[src/rtl/btn_press_conditioner.sv]
// rtl/btn_press_conditioner.sv - synchronise, debounce and qualify raw player buttons into single press events
module btn_press_conditioner #(
    parameter int N_BTN           = 3,
    parameter int DEBOUNCE_CYCLES = 50000,
    parameter int CNT_W           = 16
) (
    input  logic             clock,
    input  logic             reset,
    input  logic             enable,
    input  logic [N_BTN-1:0] btn_n,
    input  logic [1:0]       expected,
    output logic             press_valid,
    output logic [1:0]       press_idx,
    output logic             press_correct,
    output logic             multi_press,
    output logic             pressed
);

    typedef enum logic [1:0] {IDLE, DB_PRESS, HELD, DB_RELEASE} state_t;

    localparam logic [CNT_W-1:0] CNT_LAST = CNT_W'(DEBOUNCE_CYCLES - 1);

    logic [N_BTN-1:0] sync1, sync2, s;
    logic [N_BTN-1:0] cand, cand_nx;
    logic [CNT_W-1:0] cnt, cnt_nx;
    state_t           state, state_nx;
    logic             pressed_nx, valid_nx, multi_nx, correct_nx;
    logic [1:0]       idx_nx, cand_idx;
    logic             cand_onehot;

    // raw buttons are active-low and asynchronous; s is the pressed mask after two stages
    assign s = ~sync2;

    assign cand_onehot = (cand != '0) && ((cand & (cand - N_BTN'(1))) == '0);

    always_comb begin
        cand_idx = 2'd0;
        for (int i = 0; i < N_BTN; i++) begin
            if (cand[i]) cand_idx = 2'(i);
        end
    end

    always_comb begin
        state_nx   = state;
        cnt_nx     = cnt;
        cand_nx    = cand;
        pressed_nx = pressed;
        valid_nx   = 1'b0;
        multi_nx   = 1'b0;
        idx_nx     = press_idx;
        correct_nx = press_correct;
        if (!enable) begin
            // a press held across enable must be debounced again from scratch
            state_nx   = IDLE;
            cnt_nx     = '0;
            pressed_nx = 1'b0;
        end else begin
            case (state)
                IDLE: begin
                    if (s != '0) begin
                        cand_nx  = s;
                        cnt_nx   = '0;
                        state_nx = DB_PRESS;
                    end
                end
                DB_PRESS: begin
                    if (s != cand) begin
                        state_nx = IDLE;
                    end else if (cnt == CNT_LAST) begin
                        state_nx   = HELD;
                        pressed_nx = 1'b1;
                        if (cand_onehot) begin
                            valid_nx   = 1'b1;
                            idx_nx     = cand_idx;
                            correct_nx = (cand_idx == expected);
                        end else begin
                            multi_nx = 1'b1;
                        end
                    end else begin
                        cnt_nx = cnt + CNT_W'(1);
                    end
                end
                HELD: begin
                    if (s == '0) begin
                        cnt_nx   = '0;
                        state_nx = DB_RELEASE;
                    end
                end
                DB_RELEASE: begin
                    if (s != '0) begin
                        state_nx = HELD;
                    end else if (cnt == CNT_LAST) begin
                        state_nx   = IDLE;
                        pressed_nx = 1'b0;
                    end else begin
                        cnt_nx = cnt + CNT_W'(1);
                    end
                end
                default: state_nx = IDLE;
            endcase
        end
    end

    always_ff @(posedge clock) begin
        if (!reset) begin
            sync1         <= '1;
            sync2         <= '1;
            state         <= IDLE;
            cnt           <= '0;
            cand          <= '0;
            pressed       <= 1'b0;
            press_valid   <= 1'b0;
            multi_press   <= 1'b0;
            press_idx     <= 2'd0;
            press_correct <= 1'b0;
        end else begin
            sync1         <= btn_n;
            sync2         <= sync1;
            state         <= state_nx;
            cnt           <= cnt_nx;
            cand          <= cand_nx;
            pressed       <= pressed_nx;
            press_valid   <= valid_nx;
            multi_press   <= multi_nx;
            press_idx     <= idx_nx;
            press_correct <= correct_nx;
        end
    end

endmodule
[config.mk]
export PLATFORM = sky130hd
export DESIGN_NAME = btn_press_conditioner
export DESIGN_NICKNAME = d
export VERILOG_FILES = /design/src/rtl/btn_press_conditioner.sv
export SDC_FILE = /design/constraint.sdc
export NUM_CORES = 1
export LEC_CHECK = 0
export BUFFER_PORTS_ARGS = -buffer_cell sky130_fd_sc_hd__buf_2
export CORE_MARGIN = 2
export CORE_UTILIZATION = 55
export CTS_BUF_LIST = sky130_fd_sc_hd__clkbuf_8
export CTS_CLUSTER_DIAMETER = 50
export DETAILED_ROUTE_END_ITERATION = 16
export GPL_TIMING_DRIVEN = 0
export PLACE_DENSITY = 0.77
export RECOVER_POWER = 25
export SETUP_SLACK_MARGIN = 0.5
export SLEW_MARGIN = 40
export SYNTH_ARGS = -nofsm -noshare
export SYNTH_HDL_FRONTEND = slang
export SYNTH_SLANG_ARGS = --single-unit
[constraint.sdc]
create_clock -name clock -period 1.8 [get_ports clock]
set_input_delay 0.36 -clock clock [delete_from_list [all_inputs] [get_ports clock]]
set_output_delay 0.36 -clock clock [all_outputs]
set_load 0.005 [all_outputs]
==> flow_summary.toml <==
[outcome]
outcome = "finished with violations"
violations = "setup timing"

[floorplanning]
core_area_sq_um = 2978
die_x_um = 59.36
ioPinCount = 14
rows = 20
start_util = 0.5660
dieHeight_um = 59.36
dieArea_sq_um = 3523

[route]
firstDrtPassIters = 5
wire_per_inst_um = 23.55
ant_nets = 0
drt_iter0_markers = 236
drt-total-wl_mm = 6.264
vias = 1902
via_per_inst = 7.150
drc = 0

[timing]
slew_violations = 0
final.min_clock_period_ps = 2013
timing.hold.ws_ps = 242.5
timing.final.setup_violations = 14
hold_viol_final = 0
worst_slack_ps = -212.5
rsz0062_at_grt = "yes"
skew_ps = 11.95
tightest_slew_ps = 591.3
finalCritPeriodShare = 1.118
relSlewSlack = 0.6058
max_freq_mhz = 496.9

[clocking]
cts.sinks = 33
cts_root_buf = "clkbuf_8"
hold_buffers = 0
cts_made_buffers = 5
cts_tree = "built"
clock_latency_ps = 310
htreeDepth = 2
path_clk_slew_ps = 70
clockBufferDepth = 2

[worst_setup_path]
worstSetupPathType = "flop to flop"
crit_arrival_ps = 2200
cp-end-kind = "flop"
r2r-end = "press_idx[1]$_SDFFE_PN0P_"
rr_startpoint = "cnt[7]$_SDFFE_PN0P_"
critPathRequiredTime_ps = 1990
startpoint_type = "flop"
reg2reg_depth = 5
r2r_slack_ps = -210
cp_max_fo = 4

[synthesis]
syn_avg_cell_area_sq_um = 9.160
synth_area_leader_cell = "dfxtp_1"
synth_top_area_share = 0.3920
synth_area_sq_um = 1685
synth_flop_cell = "dfxtp_1"
yosys-top-cells-area = "dfxtp_1 (39%), nand3_1 (3.6%), nand2_1 (3.1%)"
synth_seq_cells = 33
synth_warnings = 0
syn_inst = 184
synth_seq_area_share = 0.3920
synth_edf_count = 0
yosysUniqueCellTypes = 53
postSynthNetCount = 193
async_flop_share = 0

[global_route]
grt_start_max_net_pins = 11
grt_pass1_wl_mm = 8.811
antenna_found_initial = 0
gr-total-overflow = 0
groute.usage.overall = 0.3485
first_global_vias = 1799

[min_path]
hold-path-endpoint = "sync1[2]$_SDFF_PN1_"
hold_depth = 2
holdCritStartpoint = "btn_n[2]"
hp-class = "input port to flop"

[layout]
drive_above_1_share = 0.4893
fin_nets = 241
num_antenna_cells = 0
seq_area_sq_um = 696.9
nFillCells = 155
multiInputGateArea_sq_um = 1267
final_util = 0.8248
syn2layout_area_growth_pct = 45.73

[placement]
gp_congestion = 0.8609
portBuffers = 13
dpl.hpwl_mm = 2.770
post-place-ws_ps = -299.7

[power_and_ir_drop]
totalPowerFinal_mw = 1.586
power_density_nw_per_um2 = 645.8
peakVddDrop_v = 0.0005026
leakagePower_nw = 0.9093

[flow_run]
maxCapViolations = 0
[critical path, cell delays in order (launching register included)]
cell and delay [ps]:
dfxtp_4 350, or3_4 390, or4_4 530, nor3_4 290, mux2i_1 260, nor2b_1 70
[power breakdown]
group	internal (mW)	switching (mW)	total [mW]
Combinational	0.117	0.154	0.271
Sequential	0.737	0.0174	0.754
Clock	0.262	0.299	0.561
[layout by cell type, fill, tap and decap left out, types with 7 or more instances in the layout]
cell,instances
buf_2,12
buf_4,23
buf_6,8
dfxtp_1,18
dfxtp_2,8
dfxtp_4,7
nand2_1,14
nand3_1,7
nor2_1,8
[how the worst max path moves through the flow]
stage,start,to
6_report,cnt[7]$_SDFFE_PN0P_,press_idx[1]$_SDFFE_PN0P_
2_1_floorplan,cnt[7]$_SDFFE_PN0P_,press_idx[0]$_SDFFE_PN0P_
5_1_grt,cnt[7]$_SDFFE_PN0P_,press_idx[1]$_SDFFE_PN0P_
4_1_cts,cnt[7]$_SDFFE_PN0P_,press_idx[1]$_SDFFE_PN0P_
3_5_place_dp,cnt[1]$_SDFFE_PN0P_,press_idx[1]$_SDFFE_PN0P_
3_3_place_gp,cand[1]$_SDFFE_PN0P_,cnt[12]$_SDFFE_PN0P_
[routing by layer]
| layer | vias to the layer above | part of all wire | track usage |
|---|---|---|---|
| met1 | 880 | 0.38 | 0.4307 |
| met2 | 175 | 0.46 | 0.5369 |
| met5 | - | 0 | 0 |
| li1 | 799 | - | - |
| met3 | 48 | 0.11 | 0.09389 |
| met4 | 0 | 0.056 | 0.2143 |
[stage by stage]
step	setup TNS, ps	instances	cell area [sq um]
CTS	-1625	260	2328
detailed placement	-3088	230	1852
global placement	-2369	230	1852
global route	-2184	266	2456
floorplan	-305.3	184	1745
finish	-1559	266	2456
[layout make-up]
type,count,area share
Buffer,7,0.02038
Clock buffer,5,0.02802
Clock inverter,3,0.005604
Inverter,6,0.01019
Multi-Input combinational cell,138,0.5160
Sequential cell,33,0.2837
Tap cell,33,0.01681
Timing Repair Buffer,41,0.1192
[cell families (layout without fill, tap and decap cells)]
kind of cell,Yosys count,in the layout,share of synthesized area
AOI/OAI and AO/OA,52,52,0.2309
xor gates and xnor gates,7,7,0.03638
buffers and inverters,13,62,0.04009
and+or+nand+nor,76,76,0.2814
adders and majority gates,1,1,0.007423
muxes,2,2,0.01188
DFF,33,33,0.3920
[cell usage after synthesis (3+ instances only)]
cell      instances
a21oi_1          10
a22o_1            4
a31oi_1           3
and3_1            3
buf_4             3
clkbuf_1          3
dfxtp_1          33
inv_1             5
nand2_1          14
nand2b_1          6
nand3_1          12
nand4_1           6
nor2_1            9
nor2b_1           5
nor4_1            4
o211a_1           3
o21ai_0           8
o22ai_1           5
xor2_1            5
[registers in the layout, indices dropped and copies added, names as in the netlist]
register / count
cand: 3
cnt: 16
multi_press: 1
press_correct: 1
press_idx: 2
press_valid: 1
pressed: 1
state: 2
sync1: 3
sync2: 3
[what timing repair did]
action / 4_1_cts / 5_1_grt
setup buffers: 22 / 6
pin swaps: 27 / 16
setup endpoints to repair: 25 / 27
gates resized for setup: 50 / 24
Note: power is estimated with default switching activity, not from simulation.
